$ cat src/rtl/pc_pipe_shift_if.sv
// Bundle of the PC delay pipeline's data, control and observation signals.
// The slave modport is the pipeline side; the master modport is the fetch/debug side.
interface pc_pipe_shift_if #(
    parameter int XLEN  = 32,
    parameter int DEPTH = 4,
    parameter int TAPW  = (DEPTH > 1) ? $clog2(DEPTH) : 1,
    parameter int CNTW  = $clog2(DEPTH + 1)
);
    logic [XLEN-1:0] pc_in;
    logic [XLEN-1:0] target_in;
    logic            compressed_in;
    logic            valid_in;
    logic            stall;
    logic            flush;
    logic [TAPW-1:0] tap_sel;
    logic [XLEN-1:0] pc_out;
    logic [XLEN-1:0] target_out;
    logic [XLEN-1:0] pc_next_out;
    logic            valid_out;
    logic [XLEN-1:0] tap_pc;
    logic            tap_valid;
    logic [CNTW-1:0] occupancy;
    logic            frozen;

    modport master (
        output pc_in, target_in, compressed_in, valid_in, stall, flush, tap_sel,
        input  pc_out, target_out, pc_next_out, valid_out, tap_pc, tap_valid,
               occupancy, frozen
    );

    modport slave (
        input  pc_in, target_in, compressed_in, valid_in, stall, flush, tap_sel,
        output pc_out, target_out, pc_next_out, valid_out, tap_pc, tap_valid,
               occupancy, frozen
    );
endinterface

$ cat src/rtl/pc_pipe_shift.sv
// PC / branch-target delay line from fetch to execute with stall, post-stall
// hold extension, flush, fall-through PC and a random-access debug tap.
module pc_pipe_shift #(
    parameter int XLEN      = 32,
    parameter int DEPTH     = 4,
    parameter int STALL_EXT = 1,
    parameter int TAPW      = (DEPTH > 1) ? $clog2(DEPTH) : 1,
    parameter int CNTW      = $clog2(DEPTH + 1)
) (
    input  logic           clk,
    input  logic           reset,
    pc_pipe_shift_if.slave bus
);
    logic [XLEN-1:0]  r_pc  [DEPTH];
    logic [XLEN-1:0]  r_tar [DEPTH];
    logic [DEPTH-1:0] r_c;
    logic [DEPTH-1:0] r_v;
    logic [3:0]       r_ext_cnt;

    logic             w_freeze;
    logic [CNTW-1:0]  w_occ;
    logic [XLEN-1:0]  w_tap_pc;
    logic             w_tap_v;

    assign w_freeze = bus.stall | (r_ext_cnt != 4'd0);

    always_ff @(posedge clk or negedge reset) begin
        if (!reset) begin
            for (int i = 0; i < DEPTH; i++) begin
                r_pc[i]  <= '0;
                r_tar[i] <= '0;
            end
            r_c       <= '0;
            r_v       <= '0;
            r_ext_cnt <= '0;
        end else begin
            // Flush only kills valids; stale data stays put until the next advance.
            if (bus.flush) begin
                r_v <= '0;
            end else if (!w_freeze) begin
                r_pc[0]  <= bus.pc_in;
                r_tar[0] <= bus.target_in;
                r_c[0]   <= bus.compressed_in;
                r_v[0]   <= bus.valid_in;
                for (int i = 1; i < DEPTH; i++) begin
                    r_pc[i]  <= r_pc[i-1];
                    r_tar[i] <= r_tar[i-1];
                    r_c[i]   <= r_c[i-1];
                    r_v[i]   <= r_v[i-1];
                end
            end

            // Stall reloads the extension even when it coincides with a flush.
            if (bus.stall) begin
                r_ext_cnt <= 4'(STALL_EXT);
            end else if (bus.flush) begin
                r_ext_cnt <= 4'd0;
            end else if (r_ext_cnt != 4'd0) begin
                r_ext_cnt <= r_ext_cnt - 4'd1;
            end
        end
    end

    always_comb begin
        w_occ = '0;
        for (int i = 0; i < DEPTH; i++) begin
            w_occ = w_occ + CNTW'(r_v[i]);
        end
    end

    always_comb begin
        w_tap_pc = '0;
        w_tap_v  = 1'b0;
        if (int'(bus.tap_sel) < DEPTH) begin
            w_tap_pc = r_pc[bus.tap_sel];
            w_tap_v  = r_v[bus.tap_sel];
        end
    end

    assign bus.pc_out      = r_pc[DEPTH-1];
    assign bus.target_out  = r_tar[DEPTH-1];
    assign bus.pc_next_out = r_pc[DEPTH-1] + (r_c[DEPTH-1] ? XLEN'(2) : XLEN'(4));
    assign bus.valid_out   = r_v[DEPTH-1];
    assign bus.tap_pc      = w_tap_pc;
    assign bus.tap_valid   = w_tap_v;
    assign bus.occupancy   = w_occ;
    assign bus.frozen      = w_freeze;
endmodule

$ cat src/flat_wrapper.sv
// flat-port wrapper written by rule: the top's interface ports become plain ports
module pc_pipe_shift_flat 
#(
    parameter int XLEN      = 32,
    parameter int DEPTH     = 4,
    parameter int STALL_EXT = 1,
    parameter int TAPW      = (DEPTH > 1) ? $clog2(DEPTH) : 1,
    parameter int CNTW      = $clog2(DEPTH + 1)
)
  (clk, reset, bus_pc_in, bus_target_in, bus_compressed_in, bus_valid_in, bus_stall, bus_flush, bus_tap_sel, bus_pc_out, bus_target_out, bus_pc_next_out, bus_valid_out, bus_tap_pc, bus_tap_valid, bus_occupancy, bus_frozen);
  pc_pipe_shift_if #(.XLEN(XLEN), .DEPTH(DEPTH), .TAPW(TAPW), .CNTW(CNTW)) bus_i ();
  input  logic clk;
  input  logic reset;
  input wire logic [$bits(bus_i.pc_in)-1:0] bus_pc_in;
  input wire logic [$bits(bus_i.target_in)-1:0] bus_target_in;
  input wire logic [$bits(bus_i.compressed_in)-1:0] bus_compressed_in;
  input wire logic [$bits(bus_i.valid_in)-1:0] bus_valid_in;
  input wire logic [$bits(bus_i.stall)-1:0] bus_stall;
  input wire logic [$bits(bus_i.flush)-1:0] bus_flush;
  input wire logic [$bits(bus_i.tap_sel)-1:0] bus_tap_sel;
  output wire logic [$bits(bus_i.pc_out)-1:0] bus_pc_out;
  output wire logic [$bits(bus_i.target_out)-1:0] bus_target_out;
  output wire logic [$bits(bus_i.pc_next_out)-1:0] bus_pc_next_out;
  output wire logic [$bits(bus_i.valid_out)-1:0] bus_valid_out;
  output wire logic [$bits(bus_i.tap_pc)-1:0] bus_tap_pc;
  output wire logic [$bits(bus_i.tap_valid)-1:0] bus_tap_valid;
  output wire logic [$bits(bus_i.occupancy)-1:0] bus_occupancy;
  output wire logic [$bits(bus_i.frozen)-1:0] bus_frozen;
  assign bus_i.pc_in = bus_pc_in;
  assign bus_i.target_in = bus_target_in;
  assign bus_i.compressed_in = bus_compressed_in;
  assign bus_i.valid_in = bus_valid_in;
  assign bus_i.stall = bus_stall;
  assign bus_i.flush = bus_flush;
  assign bus_i.tap_sel = bus_tap_sel;
  assign bus_pc_out = bus_i.pc_out;
  assign bus_target_out = bus_i.target_out;
  assign bus_pc_next_out = bus_i.pc_next_out;
  assign bus_valid_out = bus_i.valid_out;
  assign bus_tap_pc = bus_i.tap_pc;
  assign bus_tap_valid = bus_i.tap_valid;
  assign bus_occupancy = bus_i.occupancy;
  assign bus_frozen = bus_i.frozen;
  pc_pipe_shift #(.XLEN(XLEN), .DEPTH(DEPTH), .STALL_EXT(STALL_EXT), .TAPW(TAPW), .CNTW(CNTW)) u_core (.clk(clk), .reset(reset), .bus(bus_i));
endmodule
$ cat config.mk
export PLATFORM = sky130hd
export DESIGN_NAME = pc_pipe_shift_flat
export DESIGN_NICKNAME = d
export VERILOG_FILES = /design/src/rtl/pc_pipe_shift_if.sv /design/src/rtl/pc_pipe_shift.sv /design/src/flat_wrapper.sv
export SDC_FILE = /design/constraint.sdc
export NUM_CORES = 1
export LEC_CHECK = 0
export ABC_AREA = 1
export BUFFER_PORTS_ARGS = -buffer_cell sky130_fd_sc_hd__buf_2
export CAP_MARGIN = 20
export CORE_UTILIZATION = 47
export CTS_CLUSTER_DIAMETER = 200
export DETAILED_ROUTE_END_ITERATION = 10
export PLACE_DENSITY = 0.77
export SYNTH_ARGS = -nofsm -noshare
export SYNTH_HDL_FRONTEND = slang
export SYNTH_SLANG_ARGS = --single-unit
$ cat constraint.sdc
create_clock -name clk -period 2.1 [get_ports clk]
set_input_delay 0.21 -clock clk [delete_from_list [all_inputs] [get_ports clk]]
set_output_delay 0.21 -clock clk [all_outputs]
set_load 0.01 [all_outputs]
; Yosys cells after proc, flatten, opt, wreduce, memory -nomap -nowiden
; Cells that the tools add are included.
[classes]
reduce_logical = 3
n_addsub = 5
bitwise = 4
n_mux = 11
eq_ne = 1
magnitude_cmp = 2
[ops]
columns = operator, count
row1 = 32-bit binary-select mux with 2-bit select, 1
row2 = 32-bit 2-to-1 mux, 2
row3 = 32-bit adder, 1
row4 = 4-bit 2-to-1 mux, 5
row5 = 3-bit by 1-bit adder with 3-bit output, 2
row6 = 4-bit nonzero test, 1
row7 = "4-bit by 1-bit subtractor with 4-bit output, second input constant", 1
row8 = "3-bit greater-or-equal comparator, second input constant", 1
row9 = "2-bit by 3-bit < comparator with 1-bit output, second input constant", 1
row10 = 3-bit 2-to-1 mux, 1
row11 = 2-bit inverter with 3-bit output, 1
row12 = 3-bit nonzero test, 1
row13 = 1-bit by 1-bit adder with 2-bit output, 1
row14 = 1-bit binary-select mux with 2-bit select, 1
row15 = "2-bit != test, second input constant", 1
row16 = 1-bit inverter, 2
row17 = 2-bit AND reduction, 1
row18 = 1-bit 2-to-1 mux, 1
row19 = 1-bit bitwise OR, 1
[totals]
input_bits = 72
regBits = 268
wordCells = 37

; Longest topological paths before layout
; Gate-level depths: netlist of run 1.
[logic_depth]
word_depth = 4
ltp_mapped = 10

; Worst setup path after synthesis of run 1
; Ideal clock, no wire load.
[synth_timing]
path_type = register -> output
startpoint = register u_core.r_pc (netlist bit u_core.bus.pc_out[1])
endpoint = output bus_pc_next_out[13]
path_stages_with_launch = 8
arrival_time_ps = 1625
setup_slack_ps = 265
cell_sequence = dfrtp_1 ha_1 fa_1 nand3_2 inv_1 nand2_1 nor2_1 xor2_1
[synth_between]
elab_chain_cells = 1
[synth_lines]
columns = element, line_no
row1 = "start, declared", pc_pipe_shift.sv:14  ; logic [XLEN-1:0] r_pc [DEPTH];
row2 = "start signal, assigned by index", pc_pipe_shift.sv:46  ; r_pc[i] <= r_pc[i-1];
row3 = 32-bit adder, pc_pipe_shift.sv:82  ; assign bus.pc_next_out = r_pc[DEPTH-1] + (r_c[DEPTH-1] ? XLEN'(2) : XLEN'(4));
row4 = "end, declared", flat_wrapper.sv:23  ; output wire logic [$bits(bus_i.pc_next_out)-1:0] bus_pc_next_out;
; Every way passes these cells.

; Worst setup path after layout of run 1
[layout_timing]
startpoint = register u_core.r_c[3]
endpoint = output bus_pc_next_out[25]
[layout_between]
elab_chain_cells = 2
[layout_lines]
columns = element, line_no
row1 = "start, declared", pc_pipe_shift.sv:16  ; logic [DEPTH-1:0] r_c;
row2 = "start signal, assigned by index", pc_pipe_shift.sv:48  ; r_c[i] <= r_c[i-1];
row3 = 3-bit 2-to-1 mux, pc_pipe_shift.sv:82
row4 = 32-bit adder, pc_pipe_shift.sv:82
; Every way passes these cells.

==> run_results.csv, run 1 <==
group,metric,value,unit
global_route,grt-ovfl-total,0,
setup_path,path_class,"reg -> out",
cells_and_area,drive_above_1_share,0.1957,
clock_tree,worst_skew_pair.late_latency,0.54,ns
setup_path,cp_max_fo,4,
drt,antenna_left,0,
sta,fin_crit,2.298,ns
sta,worst_slew_pin_slew,0.4767,ns
clock_tree,h-tree-depth,1,
power,power,19.29,mW
drt,vias,10490,
cells_and_area,stdcell_count,2104,
sta,tns,-4.109,ns
drt,wl_per_cell,14.19,µm
outcome,violations,"negative setup slack",
synth,yosysTopAreaCellShare,0.5375,
die,coreArea,26060,µm²
clock_tree,numCtsBuffers,28,
sta,clock_skew,0.01895,ns
setup_path,max_stage_delay,0.41,ns
sta,holdWs,0.1908,ns
worst_hold_path,holdCritPathClass,"in -> async",
sta,finalHoldViolations,0,
synth,synth_common_cells,"nand2_1 (660), dfrtp_1 (268), o21ai_0 (180), inv_1 (91), buf_4 (88)",
sta,fin_crit_sh,1.094,
job,maxCapViolCount,0,
global_route,grt_pass1_vias,9753,
clock_tree,ctsLongestPathBuffers,3,
power,p_per_area,1266,nW/µm²
setup_path,slowest_stage,"dfrtp_1",
cells_and_area,fin_util,0.5850,
synth,synth_fp_nets,1622,
sta,slew_viol_final,0,
die,die_area,27200,µm²
power,peakVddDrop,0.8637,mV
die,dieHeight,164.9,µm
clock_tree,cts.clk_slew.worst_paths,0.06,ns
setup_path,start_kind,"flip-flop",
die,die_x,164.9,µm
sta,timing.fmax,435.3,MHz
place,dp_slack,0.1013,ns
clock_tree,cts_root_buffer,"clkbuf_16",
clock_tree,cts.sinks,268,
sta,fin_ws,-0.1975,ns
setup_path,cp_cell_sequence,"ha_2, fa_2, nand3_2, inv_2, nand2_4, inv_2, nand2_2, nand2_1, nand2_1, buf_2",
synth,synth_area,12480,µm²
cells_and_area,fin_area,15240,µm²
synth,ys.flop_type,"dfrtp_1",
global_route,grtUsageTotal,0.2200,
setup_path,end_kind,"output pin",
cells_and_area,layout.nets,1825,
place,dpl_cell_area,13350,µm²
drt,drtPass1Iterations,6,
die,start_util,0.4788,
place,dpl.cell_count,1971,
global_route,grt_max_degree,115,
setup_path,required,1.89,ns
sta,rsz0062_at_grt,"yes",
synth,syn_inst,1543,
synth,synth_area_leaders,"dfrtp_1 (54%), nand2_1 (20%), o21ai_0 (7.2%), buf_4 (5.3%), inv_1 (2.7%)",
global_route,antenna_found_initial,2,
synth,yosysMostFrequentCell,"nand2_1",
synth,synth-seq-cells,268,
synth,yosysWarnings,0,
synth,ys_seq_area_frac,0.5375,
synth,synth.avg_cell_area,8.086,µm²
drt,wl,29870,µm
place,post-dp-hpwl,18990,µm
cells_and_area,area_growth_syn_to_layout,22.18,%
place,place_congestion,0.9028,
drt,via_per_inst,4.985,
die,io_pins,206,
sta,relSlewSlack,0.6822,
die,num_rows,59,
synth,yosysTopAreaCell,"dfrtp_1",
synth,synth_cell_types,25,
drt,drtIter0Drc,762,
drt,drcViolationCount,0,
place,port_buffers,205,
sta,setup_viol,29,
setup_path,crit_arrival,2.09,ns
global_route,grt_first_pass_wirelength,48070,µm
clock_tree,cts_tree,"yes",
synth,synth_edf_count,0,
power,leakagePower,7.931,nW
outcome,outcome,"finished with violations",
synth,synthArstFlopShare,1.000,
power breakdown:
| group | internal, mW | switching, mW | leakage (nW) |
|---|---|---|---|
| Combinational | 2.36 | 3.09 | 4.04 |
| Sequential | 7.36 | 1.64 | 3.44 |
| Clock | 2.82 | 2.02 | 0.454 |
| Total | 12.5 | 6.75 | 7.93 |
cells by family after synthesis:
kind of cell               after synthesis  synth area share
and+or+nand+nor                        767            0.2369
xor gates and xnor gates                16           0.01123
buffers and inverters                  238            0.1064
AOI/OAI and AO/OA                      247           0.09978
adders and majority gates                7          0.008223
DFF                                    268            0.5375
cell usage in the layout, fill, tap and decap left out, types with 8 or more instances in the layout:
cell           Yosys  layout
nand2_1          660     653
o21ai_1           28      28
xor2_1             9       9
dlygate4sd3_1      0      70
nand3b_1           9       9
clkbuf_16          0      28
dfrtp_1          268     257
buf_2             22     199
o21ai_0          180     179
dfrtp_2            0      11
clkinv_2           0       8
buf_4             88      30
inv_1             91      84
inv_2              2       8
nor2_1            84      73
buf_12             0      11
a21oi_1           32      32
final timing paths:
check	startpoint	end	slack (ns)	cells past startpoint
min in group clk	bus_target_in[18]	u_core.r_tar[114]$_DFFE_PN0P_	0.39	4
setup reg to reg	u_core.r_ext_cnt[0]$_DFFE_PN0P_	u_core.r_tar[69]$_DFFE_PN0P_	0.30	9
setup / recovery	u_core.r_c[3]$_DFFE_PN0P_	bus_pc_next_out[25]	-0.20	10
hold / removal	reset	u_core.r_tar[79]$_DFFE_PN0P_	0.19	2
hold reg to reg	u_core.r_tar[40]$_DFFE_PN0P_	u_core.bus.target_out[8]$_DFFE_PN0P_	0.45	2
max in group asynchronous	reset	u_core.bus.target_out[7]$_DFFE_PN0P_	1.11	3
state kept, by name, summed over array words and instances, names as in the netlist:
name / count
u_core.bus.pc_out: 32
u_core.bus.target_out: 32
u_core.r_c: 4
u_core.r_ext_cnt: 4
u_core.r_pc: 96
u_core.r_tar: 96
u_core.r_v: 4
area by class of cell:
cell class	count	area, µm²
tap	335	419.2
timing repair buffer	317	2225
sequential	268	6720
inverter	94	357.8
clock buffer	40	815.8
clock inverter	12	101.3
antenna	1	2.502
multi-input combinational	1037	4603
fill	2256	10810
repair_timing:
action | in CTS | in global routing
hold endpoints to repair | 121 | 0
pin swaps | 7 | 10
setup buffers | 7 | 3
gates cloned | 0 | 0
resized for setup | 36 | 25
endpoints found under the setup margin | 31 | 32
hold buffers | 70 | 0
critical path, delay by kind of cell, from the launching register on:
kind / cells / cell delay, ns
fa+ha+maj: 2 / 0.55
buf+inv: 3 / 0.23
flops: 1 / 0.41
simple gates: 5 / 0.37
metal layers:
| metal | wire length [µm] | GRT usage | part of all wire |
|---|---|---|---|
| met3 | 1632 | 0.02712 | 0.055 |
| met1 | 13480 | 0.3053 | 0.45 |
| met2 | 14150 | 0.3652 | 0.47 |
| met4 | 590 | 0.05713 | 0.020 |
| met5 | 13 | 0 | 0.00044 |
(Power assumes the default switching activity.)
==> run 2, diff against run 1 <==
--- a/config.mk
+++ b/config.mk
@@ -7,3 +7,2 @@
 export LEC_CHECK = 0
-export ABC_AREA = 1
 export BUFFER_PORTS_ARGS = -buffer_cell sky130_fd_sc_hd__buf_2
--- a/constraint.sdc
+++ b/constraint.sdc
@@ -3,2 +3,2 @@
 set_output_delay 0.21 -clock clk [all_outputs]
-set_load 0.01 [all_outputs]
+set_load 0.1 [all_outputs]
==> run 2 against run 1 <==
  * Fmax decreased by 15%
  * Critical endpoint is now bus_pc_next_out[31]
  * Count of clock-buffer cells in the layout decreased by 4
  * Flip-flop and latch count unchanged
  * Critical path type unchanged
  * Global-route usage decreased by 2.1 points
  * Register-to-register slack got worse by 0.22 ns
  * Via count decreased by 30%
  * The flow still finishes with violations (negative setup slack)
  * Non-clock buffer count increased by 46
  * Die area increased by 4.1%
  * Worst setup slack got worse by 0.40 ns
==> run_results.csv, run 2 <==
group,metric,value,unit
outcome,outcome,"finished with violations",
outcome,violations,"negative setup slack",
sta,timing.fmax,370.7,MHz
global_route,grt_pass1_vias,8070,
synth,yosysTopAreaCellShare,0.5159,
synth,synth_edf_count,0,
cells_and_area,layout.nets,1156,
sta,fin_ws,-0.5979,ns
synth,ys.flop_type,"dfrtp_1",
clock_tree,cts_root_buffer,"clkbuf_16",
cells_and_area,seq_area,6720,µm²
cells_and_area,fillCellCount,1809,
cells_and_area,multiInputGateArea,6007,µm²
cells_and_area,drive_above_1_share,0.6336,
sta,setup_viol,33,
drt,wl_per_cell,19.23,µm
sta,clock_skew,0.01037,ns
setup_path,start_kind,"flip-flop",
setup_path,path_class,"reg -> out",
place,place_congestion,0.7671,
sta,fin_crit_sh,1.285,
synth,synth.avg_cell_area,16.47,µm²
clock_tree,ctsLongestPathBuffers,3,
job,maxCapViolCount,0,
clock_tree,h-tree-depth,1,
sta,slew_viol_final,0,
drt,vias,7335,
synth,synth_cell_types,34,
die,coreArea,27030,µm²
setup_path,required,1.89,ns
synth,yosysMostFrequentCell,"dfrtp_1",
setup_path,cp_max_fo,6,
cells_and_area,fin_util,0.6496,
synth,synth-seq-cells,268,
cells_and_area,area_growth_syn_to_layout,35.07,%
global_route,antenna_found_initial,2,
synth,ys_seq_area_frac,0.5159,
clock_tree,cts_tree,"yes",
sta,relSlewSlack,0.6230,
cells_and_area,final_common_cell,"dfrtp_1",
clock_tree,worst_skew_pair.late_latency,0.54,ns
die,start_util,0.4810,
drt,drcViolationCount,0,
synth,synth_common_cells,"dfrtp_1 (268), mux2_4 (200), buf_4 (67), mux2_2 (42), mux4_2 (33)",
die,num_rows,60,
global_route,grtUsageTotal,0.1986,
drt,wl,27750,µm
synth,synthArstFlopShare,1.000,
synth,yosysWarnings,0,
clock_tree,cts.sinks,268,
place,port_buffers,205,
sta,fin_crit,2.698,ns
worst_hold_path,holdCritPathClass,"in -> async",
sta,worst_slew_pin_slew,0.5656,ns
synth,synth_area,13000,µm²
place,post-dp-hpwl,17490,µm
die,dieHeight,168.3,µm
clock_tree,numCtsBuffers,29,
cells_and_area,final_cell_mix,"dfrtp_1 (257), mux2_4 (200), buf_2 (143)",
place,dpl_cell_area,15320,µm²
drt,drtIter0Drc,317,
cells_and_area,reg_top3,"u_core.r_pc (96), u_core.r_tar (96)",
sta,finalHoldViolations,0,
drt,drtPass1Iterations,4,
drt,antenna_left,0,
die,io_pins,206,
synth,synth_area_leaders,"dfrtp_1 (52%), mux2_4 (23%), mux4_2 (5.7%), buf_4 (3.9%), mux2_2 (3.6%)",
cells_and_area,fin_area,17560,µm²
die,die_area,28330,µm²
sta,rsz0062_at_grt,"yes",
clock_tree,cts.clk_slew.worst_paths,0.06,ns
global_route,grt-ovfl-total,0,
die,die_x,168.3,µm
synth,syn_inst,789,
setup_path,crit_arrival,2.49,ns
global_route,grt_first_pass_wirelength,44840,µm
global_route,grt_max_degree,66,
setup_path,end_kind,"output pin",
synth,yosysTopAreaCell,"dfrtp_1",
synth,synth_fp_nets,868,
drt,via_per_inst,5.083,
## run 2: cell type report
type,count,share of cell area
Antenna cell,2,0.0002851
Clock buffer,36,0.04568
Clock inverter,18,0.01361
Inverter,8,0.001710
Multi-Input combinational cell,407,0.3421
Sequential cell,268,0.3828
Tap cell,341,0.02430
Timing Repair Buffer,363,0.1895
## run 2: layer usage
layer	wire length [µm]	global-route usage	vias up
met5	0	0	-
met4	682	0.06245	0
met3	883	0.02797	51
met2	14600	0.3449	157
met1	11580	0.2573	3808
li1	-	-	3319
## run 2: path summary, 6_finish.rpt
| check | from | endpoint | slack [ns] | cells after the start |
|---|---|---|---|---|
| worst max-delay path | u_core.bus.pc_out[1]$_DFFE_PN0P_ | bus_pc_next_out[31] | -0.60 | 9 |
| worst min-delay path | reset | u_core.r_pc[110]$_DFFE_PN0P_ | 0.23 | 2 |
| worst max register to register | u_core.r_ext_cnt[1]$_DFFE_PN0P_ | u_core.bus.target_out[7]$_DFFE_PN0P_ | 0.08 | 7 |
| worst min register to register | u_core.r_tar[105]$_DFFE_PN0P_ | u_core.r_tar[73]$_DFFE_PN0P_ | 0.51 | 1 |
| max in group asynchronous | reset | u_core.r_tar[103]$_DFFE_PN0P_ | 1.15 | 3 |
| min in group clk | bus_pc_in[27] | u_core.r_pc[123]$_DFFE_PN0P_ | 0.42 | 3 |
## run 2: cells by family (layout without fill, tap and decap cells)
group,Yosys count,count (layout),share of synthesized area
mux,292,292,0.3389
flops,268,268,0.5159
buf+inv,114,425,0.08316
simple gates,68,68,0.02907
xor+xnor,32,32,0.02156
compound gates,8,8,0.003466
fa+ha+maj,7,7,0.007893
other cells,0,2,0
## run 2: through the flow
| stage | setup TNS [ns] | cells | hold WS (ns) | setup WS (ns) |
|---|---|---|---|---|
| 3_3_place_gp | -0.007766 | 1299 | 0.2090 | -0.007766 |
| 3_5_place_dp | -0.5071 | 1299 | 0.2156 | -0.1294 |
| 2_1_floorplan | -4.199 | 789 | -0.08559 | -0.5321 |
| 6_report | -14.69 | 1443 | 0.2270 | -0.5979 |
| 4_1_cts | -14.89 | 1436 | 0.2402 | -0.6202 |
| 5_1_grt | -18.19 | 1443 | 0.2557 | -0.7336 |
## run 2: critical path: stages (launching register included)
cell	delay [ns]
dfrtp_1	0.36
ha_2	0.20
fa_2	0.21
nand4_1	0.10
buf_6	0.15
buf_12	0.14
nor4_4	0.26
buf_4	0.17
xor2_4	0.15
buf_12	0.19
## run 2: timing repair
action	in CTS	in global routing
pin swaps	16	7
hold buffers	69	0
setup buffers	14	5
cloned	1	0
resized for setup	56	30
hold endpoints to repair	129	0
endpoints found under the setup margin	55	148
Power of run 2 is left out: the tool's default activity adds up to more than one toggle a clock period on the data nets, which glitch-free logic cannot reach.
